## config.mk

```make
export PLATFORM = sky130hd
export DESIGN_NAME = pwm_sched
export DESIGN_NICKNAME = d
export VERILOG_FILES = /design/src/rtl/pwm_sched_pkg.sv /design/src/rtl/pwm_sched_prescaler.sv /design/src/rtl/pwm_sched.sv
export SDC_FILE = /design/constraint.sdc
export NUM_CORES = 1
export LEC_CHECK = 0
export BUFFER_PORTS_ARGS = -buffer_cell sky130_fd_sc_hd__buf_2
export CORE_MARGIN = 2
export CORE_UTILIZATION = 48
export DETAILED_ROUTE_END_ITERATION = 10
export GPL_ROUTABILITY_DRIVEN = 1
export PLACE_DENSITY = 0.74
export SYNTH_ARGS = -nofsm -noshare
export SYNTH_HDL_FRONTEND = slang
export SYNTH_SLANG_ARGS = --single-unit
```

## constraint.sdc

```tcl
create_clock -name clk_i -period 1.4 [get_ports clk_i]
set_input_delay 0.14 -clock clk_i [delete_from_list [all_inputs] [get_ports clk_i]]
set_output_delay 0.14 -clock clk_i [all_outputs]
set_load 0.005 [all_outputs]
```

## src/rtl/pwm_sched_pkg.sv

```systemverilog
// Shared defaults and FSM encoding for the PWM period scheduler.
package pwm_sched_pkg;

  localparam int unsigned NCH_DEF = 3;  // channels served (1..4)
  localparam int unsigned CW_DEF  = 3;  // counter / duty width
  localparam int unsigned PSW_DEF = 4;  // prescaler width
  localparam int unsigned CHW     = 2;  // channel index width

  typedef enum logic [1:0] {
    ST_IDLE  = 2'd0,
    ST_RUN   = 2'd1,
    ST_DRAIN = 2'd2
  } state_e;

endpackage

```

## src/rtl/pwm_sched_prescaler.sv

```systemverilog
// Tick divider: one tick every prescale+1 clocks while running, held at 0 when idle.
module pwm_sched_prescaler #(
  parameter int unsigned PSW = 4
) (
  input  logic           clk_i,
  input  logic           reset_i,
  input  logic           run_i,
  input  logic [PSW-1:0] prescale_i,
  output logic           tick_c_o
);

  logic [PSW-1:0] pcnt_q, pcnt_d;

  assign tick_c_o = run_i && (pcnt_q == '0);

  // Count down while running; reload with the current prescale on each tick.
  always_comb begin
    pcnt_d = pcnt_q;
    if (!run_i) begin
      pcnt_d = '0;
    end else if (pcnt_q == '0) begin
      pcnt_d = prescale_i;
    end else begin
      pcnt_d = pcnt_q - PSW'(1);
    end
  end

  // Prescaler count register.
  always_ff @(posedge clk_i) begin
    if (reset_i) pcnt_q <= '0;
    else         pcnt_q <= pcnt_d;
  end

endmodule

```

## src/rtl/pwm_sched.sv

```systemverilog
// Shared period counter and boundary-synchronised duty-cycle register bank.
module pwm_sched
  import pwm_sched_pkg::*;
#(
  parameter int unsigned NCH = NCH_DEF,
  parameter int unsigned CW  = CW_DEF,
  parameter int unsigned PSW = PSW_DEF
) (
  input  logic              clk_i,
  input  logic              reset_i,
  input  logic              en_i,
  input  logic [PSW-1:0]    prescale_i,
  input  logic              wr_valid_i,
  output logic              wr_ready_c_o,
  input  logic [CHW-1:0]    wr_ch_i,
  input  logic [CW-1:0]     wr_dc_i,
  output logic [CW-1:0]     trigger_o,
  output logic [NCH*CW-1:0] dc_bus_o,
  output logic              period_start_o,
  output logic              update_done_o,
  output logic              busy_o
);

  state_e              state_q, state_d;
  logic [CW-1:0]       trig_q, trig_d;
  logic [NCH*CW-1:0]   dc_q, dc_d;
  logic [NCH*CW-1:0]   pend_q, pend_d;
  logic [NCH-1:0]      pend_v_q, pend_v_d;
  logic                ps_q, ps_d;
  logic                ud_q, ud_d;
  logic                busy_q, busy_d;
  logic                tick, wrap, commit, accept, ch_free;

  pwm_sched_prescaler #(.PSW(PSW)) u_prescaler (
    .clk_i      (clk_i),
    .reset_i    (reset_i),
    .run_i      (state_q != ST_IDLE),
    .prescale_i (prescale_i),
    .tick_c_o   (tick)
  );

  assign wrap = tick && (trig_q == '1);

  // Out-of-range channels are always ready; in-range ones block while pending.
  always_comb begin
    ch_free = 1'b1;
    for (int unsigned i = 0; i < NCH; i++) begin
      if (wr_ch_i == CHW'(i)) ch_free = ~pend_v_q[i];
    end
  end

  assign wr_ready_c_o = ch_free;
  assign accept       = wr_valid_i && ch_free;

  // Run-state sequencing, counter advance and commit timing.
  always_comb begin
    state_d = state_q;
    trig_d  = trig_q;
    commit  = 1'b0;
    ps_d    = 1'b0;
    case (state_q)
      ST_IDLE: begin
        trig_d = '0;
        commit = |pend_v_q;
        if (en_i) begin
          state_d = ST_RUN;
          ps_d    = 1'b1;
        end
      end
      ST_RUN: begin
        if (tick) trig_d = CW'(trig_q + CW'(1));
        if (wrap) begin
          commit = |pend_v_q;
          if (en_i) ps_d = 1'b1;
          else      state_d = ST_IDLE;
        end else if (!en_i) begin
          state_d = ST_DRAIN;
        end
      end
      ST_DRAIN: begin
        if (tick) trig_d = CW'(trig_q + CW'(1));
        if (wrap) begin
          commit = |pend_v_q;
          if (en_i) begin
            state_d = ST_RUN;
            ps_d    = 1'b1;
          end else begin
            state_d = ST_IDLE;
          end
        end else if (en_i) begin
          state_d = ST_RUN;
        end
      end
      default: begin
        state_d = ST_IDLE;
        trig_d  = '0;
      end
    endcase
    ud_d   = commit;
    busy_d = (state_d != ST_IDLE);
  end

  // Commit pending duties to the active bank, then capture any new write.
  always_comb begin
    dc_d     = dc_q;
    pend_d   = pend_q;
    pend_v_d = pend_v_q;
    for (int unsigned i = 0; i < NCH; i++) begin
      if (commit && pend_v_q[i]) begin
        dc_d[i*CW +: CW] = pend_q[i*CW +: CW];
        pend_v_d[i]      = 1'b0;
      end
      if (accept && (wr_ch_i == CHW'(i))) begin
        pend_d[i*CW +: CW] = wr_dc_i;
        pend_v_d[i]        = 1'b1;
      end
    end
  end

  // State, counter, register bank and output pulse registers.
  always_ff @(posedge clk_i) begin
    if (reset_i) begin
      state_q  <= ST_IDLE;
      trig_q   <= '0;
      dc_q     <= '0;
      pend_q   <= '0;
      pend_v_q <= '0;
      ps_q     <= 1'b0;
      ud_q     <= 1'b0;
      busy_q   <= 1'b0;
    end else begin
      state_q  <= state_d;
      trig_q   <= trig_d;
      dc_q     <= dc_d;
      pend_q   <= pend_d;
      pend_v_q <= pend_v_d;
      ps_q     <= ps_d;
      ud_q     <= ud_d;
      busy_q   <= busy_d;
    end
  end

  assign trigger_o      = trig_q;
  assign dc_bus_o       = dc_q;
  assign period_start_o = ps_q;
  assign update_done_o  = ud_q;
  assign busy_o         = busy_q;

endmodule

```

==> flow_summary.yaml, run 1 <==
outcome:
  status: "finished with violations"
  violations: "negative setup slack"
clock_network:
  cts-root-buf: "clkbuf_4"
  numCtsBuffers: 5
  clock_insertion_delay_worst_skew_ps: 340
  clk_pin_slew_ps: 90
  ctsLongestPathBuffers: 2
  tritoncts: "built"
  cts.sinks: 33
  htreeDepth: 2
worst_setup_path:
  path_cells: "inv_4 > ha_4 > nand3b_1 > o22ai_4 > mux2i_1 > nor2_1"
  crit_path_end_kind: "flop"
  startpoint_type: "flop"
  path_class: "reg2reg"
  cpMaxStageDelayCell: "dfxtp_4"
  cp.required_ps: 1620
  critical_path.max_stage_delay_ps: 400
  cp_max_fo: 5
  cp_data_arrival_time_ps: 1770
drt:
  drtAntennaViolNets: 0
  wl_per_cell_um: 14.76
  wl_um: 3498
  via_per_inst: 5.506
  drtIter0Drc: 26
  vias: 1305
  drtPass1Iterations: 4
  remaining_drc_errors: 0
yosys:
  synth_top_cell_by_area: "dfxtp_1"
  netlist_top_cells_area: "dfxtp_1 44%, mux2i_1 13%, nor2_1 6.5%"
  synth.top_cell.area_share_pct: 44.04
  yosysUniqueCellTypes: 33
  yosysWarnings: 0
  syn_avg_cell_area_um2: 9.679
  netlist_instances: 155
  syn_area_um2: 1500
  synth_seq_cells: 33
  seq_area_frac_synth_pct: 44.04
  syn_nets: 175
sta:
  hold_viol: 0
  slew_headroom_pct: 73.01
  fin_worst_skew_ps: 11.74
  rsz0062_at_grt: "true"
  setup_ws_ps: -151.9
  fmax_ghz: 0.6444
  worst_pin_slew_ps: 403.1
  finalSetupTns_ps: -1532
  period_minus_slack_ps: 1552
  final.period_utilization_pct: 110.9
  setup_viol: 19
  drv_slew: 0
global_route:
  grt_pass1_vias: 1276
  antenna_found_initial: 0
  grt_usage_pct: 21.40
  grt_max_degree: 29
  overflow: 0
  grt_first_pass_wirelength_um: 5609
job:
  maxCapViolCount: 0
die:
  initial_core_util_pct: 49.96
  num_rows: 20
  io_pins: 29
  core-area_um2: 3003
  die_x_um: 59.91
  die_h_um: 59.91
  die_area_um2: 3589
cells_and_area:
  final_core_util_pct: 68.96
  most-common-layout-cells: "28 x buf_2, 25 x dfxtp_1, 24 x nor2_1"
  layout_commonest_cell: "buf_2"
  drive_above_1_share_pct: 46.08
  fin_cells: 237
  finalNetCount: 224
  diodes: 0
  area_growth_pct: 38.03
placed_design:
  gp_congestion: 0.7464
  place_inst: 229
  dp_hpwl_um: 2426
  place.port_buffers: 28
pwr:
  power_mw: 2.221
  p_per_area_nw_per_um2: 1073
  power.leakage_nw: 0.8063
  peakVddDrop_uv: 650.3
worst_hold_path:
  hp-class: "in2reg"
[area by class of cell]
cell class / instances / area, um^2
timing repair buffer: 48 / 294.0
tap: 33 / 41.29
fill: 241 / 932.1
inverter: 10 / 42.54
sequential: 33 / 678.2
clock buffer: 7 / 55.05
multi-input combinational: 106 / 959.7
[timing repair]
item / 4_1_cts / 5_1_grt
buffers inserted: 2 / 0
hold buffers: 0 / 0
pin swaps: 12 / 11
gates resized for setup: 22 / 8
endpoints found under the setup margin: 23 / 24
[layer usage]
metal | GRT usage, % | wire, um | up-vias
li1 | - | - | 643
met1 | 21.87 | 1429 | 620
met2 | 38.35 | 1841 | 34
met3 | 6.926 | 134 | 8
met4 | 11.11 | 92 | 0
met5 | 0 | 0 | -
[power by group]
group          internal, mW  switching, mW  total [mW]
registers             0.991         0.0466        1.04
clock network         0.237          0.313       0.550
logic                 0.315          0.319       0.634
total                  1.54          0.679        2.22
[critical path, delay by kind of cell (launching register included)]
kind / cells / cell delay, ps
DFF: 1 / 400
AOI/OAI and AO/OA: 1 / 290
adders and majority gates: 1 / 280
muxes: 1 / 220
and+or+nand+nor: 2 / 210
buffers and inverters: 1 / 50
[cells by family (layout without fill, tap and decap cells)]
kind of cell	after synthesis	after routing	share of synthesized area, %
XOR/XNOR	1	1	0.5839
AND/OR/NAND/NOR	54	54	19.77
AO/OA/AOI/OAI	23	23	11.68
adder cells (fa/ha/maj)	8	8	6.505
buffers and inverters	16	65	4.087
flip-flops	33	33	44.04
multiplexers	20	20	13.34
[through the flow]
step	area (um^2)	setup WS, ps	hold WS, ps
2_1_floorplan	1605	-23.75	284.3
3_3_place_gp	1888	-84.61	415.2
3_5_place_dp	1888	-140.4	421.2
4_1_cts	2062	-133.7	65.33
5_1_grt	2071	-203.1	90.81
6_report	2071	-151.9	81.53
[path summary, 6_finish.rpt]
kind	from	endpoint	slack [ps]	cells past startpoint
worst max register to register	state_q[1]	dc_bus_o[1]	-150	6
worst max-delay path	state_q[1]	dc_bus_o[1]	-150	6
worst min-delay path	wr_dc_i[2]	pend_q[8]	80	3
worst min register to register	dc_bus_o[0]	dc_bus_o[0]	500	2
[sequential cells by signal, summed over array words and instances, names as in the netlist]
register	flops
u_prescaler.pcnt_q	4
pend_q	9
trigger_o	3
pend_v_q	3
update_done_o	1
dc_bus_o	9
busy_o	1
period_start_o	1
state_q	2
[Yosys cell counts]
library cell,number
nor4b_2,1
maj3_1,1
mux2i_1,20
ha_1,7
nand4bb_1,1
buf_1,2
inv_1,10
clkbuf_1,3
nand2b_1,1
a21oi_1,7
nand3b_1,3
a211o_1,1
nor2_1,26
xnor2_1,1
or2_2,2
nor4b_4,1
or3b_1,1
and4bb_2,1
buf_2,1
dfxtp_1,33
a41oi_1,1
nor2_2,1
o22a_1,1
a2111oi_2,2
or3_1,1
nor4_1,3
o22ai_2,3
o21ai_0,5
nor4b_1,1
a31oi_1,1
nand2_1,7
o31ai_1,2
nor3_1,4
(Power assumes the default switching activity.)
==> run 2, diff against run 1 <==
--- a/config.mk
+++ b/config.mk
@@ -11,6 +11,7 @@
 export DETAILED_ROUTE_END_ITERATION = 10
 export GPL_ROUTABILITY_DRIVEN = 1
 export PLACE_DENSITY = 0.74
+export SKIP_CTS_REPAIR_TIMING = 1
 export SYNTH_ARGS = -nofsm -noshare
 export SYNTH_HDL_FRONTEND = slang
 export SYNTH_SLANG_ARGS = --single-unit
==> run 2 against run 1 <==
  * The run still ends with negative setup slack left
  * Sequential power about the same
  * Design area about the same
  * Die area unchanged
  * First-iteration DRC count increased by 23%
  * Sequential share of layout area decreased by 0.38 points
  * Utilization about the same
  * Clock-buffer cell count unchanged
  * Hold slack got worse by 1.1 ps
  * Critical path depth unchanged
  * Cell count increased by 0.84%
  * Maximum frequency about the same
  * Via count decreased by 0.84%
==> flow_summary.yaml, run 2 (synthesized netlist as in run 1, its figures left out) <==
clock_network:
  htreeDepth: 2
  ctsLongestPathBuffers: 2
  cts-root-buf: "clkbuf_4"
  cts.sinks: 33
  numCtsBuffers: 5
  tritoncts: "built"
  clk_pin_slew_ps: 110
  clock_insertion_delay_worst_skew_ps: 340
sta:
  setup_ws_ps: -152.7
  rsz0062_at_grt: "true"
  fmax_ghz: 0.6441
  worst_pin_slew_ps: 408.2
  setup_viol: 21
  final.period_utilization_pct: 110.9
  drv_slew: 0
  fin_worst_skew_ps: 12.85
  hold_viol: 0
  slew_headroom_pct: 72.67
  period_minus_slack_ps: 1553
cells_and_area:
  final_area_um2: 2072
  fin_cells: 239
  finalNetCount: 226
  seq_area_um2: 670.6
  fill_cells: 238
  final_core_util_pct: 69.00
  area_growth_pct: 38.12
  drive_above_1_share_pct: 44.17
  diodes: 0
  multiInputGateArea_um2: 950.9
  layout_commonest_cell: "buf_2"
  most-common-layout-cells: "28 x buf_2, 27 x dfxtp_1, 24 x nor2_1"
global_route:
  grt_pass1_vias: 1186
  grt_max_degree: 29
  antenna_found_initial: 0
  overflow: 0
  grt_first_pass_wirelength_um: 5319
  grt_usage_pct: 20.38
placed_design:
  gp_congestion: 0.7464
  place_area_um2: 1888
  place_ws_ps: -140.4
  dp_hpwl_um: 2426
  place_inst: 229
  place.port_buffers: 28
drt:
  drtAntennaViolNets: 0
  remaining_drc_errors: 0
  wl_per_cell_um: 14.51
  drtIter0Drc: 32
  wl_um: 3469
  via_per_inst: 5.414
  vias: 1294
  drtPass1Iterations: 4
worst_setup_path:
  cp.required_ps: 1620
  path_class: "reg2reg"
  startpoint_type: "flop"
  cp_data_arrival_time_ps: 1770
  cp_max_fo: 4
  crit_path_end_kind: "flop"
job:
  maxCapViolCount: 0
pwr:
  swShare_pct: 30.18
  internal_power_mw: 1.559
  p_per_area_nw_per_um2: 1078
  peakVddDrop_uv: 653.3
  power.leakage_nw: 0.8156
  power.switching_mw: 0.6741
  comb_power_share_pct: 29.0
  seq_power_share_pct: 46.3
  pwr-share-clk_pct: 24.7
worst_hold_path:
  hp-class: "in2reg"
die:
  die_x_um: 59.91
  die_area_um2: 3589
  initial_core_util_pct: 49.96
  num_rows: 20
  die_h_um: 59.91
  io_pins: 29
  core-area_um2: 3003
outcome:
  status: "finished with violations"
  violations: "negative setup slack"
==> run 2: power by group through the flow <==
stage	clock network, mW	registers, mW	logic [mW]
finish	0.551	1.03	0.648
global route	0.591	1.04	0.702
CTS	0.567	1.03	0.578
detailed placement	0	1.05	0.571
global placement	0	1.05	0.549
floorplan	0	1.05	0.391
==> run 2: routing by layer <==
layer	track usage (%)	wire [um]	share of wire, %	vias to the layer above
met5	0	0	0	-
met4	7.619	89	2.6	0
met3	5.628	117	3.4	8
met2	35.87	1767	51	26
met1	23.23	1495	43	612
li1	-	-	-	648
==> run 2: worst max-delay path, stage by stage, from the launching register on <==
cell and delay, ps:
dfxtp_2 370, ha_4 140, ha_4 130, nand4bb_4 190, o22ai_4 310, mux2i_1 220, nor2_1 60
==> run 2: worst paths after layout <==
kind	start	end	slack, ps	depth (start not counted)
worst max-delay path	trigger_o[0]	dc_bus_o[1]	-150	6
worst max register to register	trigger_o[0]	dc_bus_o[1]	-150	6
worst min-delay path	wr_dc_i[2]	pend_q[8]	80	3
worst min register to register	dc_bus_o[0]	dc_bus_o[0]	500	2
==> run 2: cell type report <==
cell class,count,share of cell area (%)
Clock buffer,7,2.657
Inverter,10,1.812
Multi-Input combinational cell,106,45.89
Sequential cell,33,32.37
Tap cell,33,1.993
Timing Repair Buffer,50,15.28
==> run 2: stage by stage <==
step	hold WS [ps]	power [mW]	TNS [ps]
CTS	65.33	2.174	-2189
detailed placement	421.2	1.621	-1567
floorplan	284.3	1.440	-255.6
global route	90.81	2.333	-3299
finish	80.40	2.233	-1754
global placement	415.2	1.597	-786.8
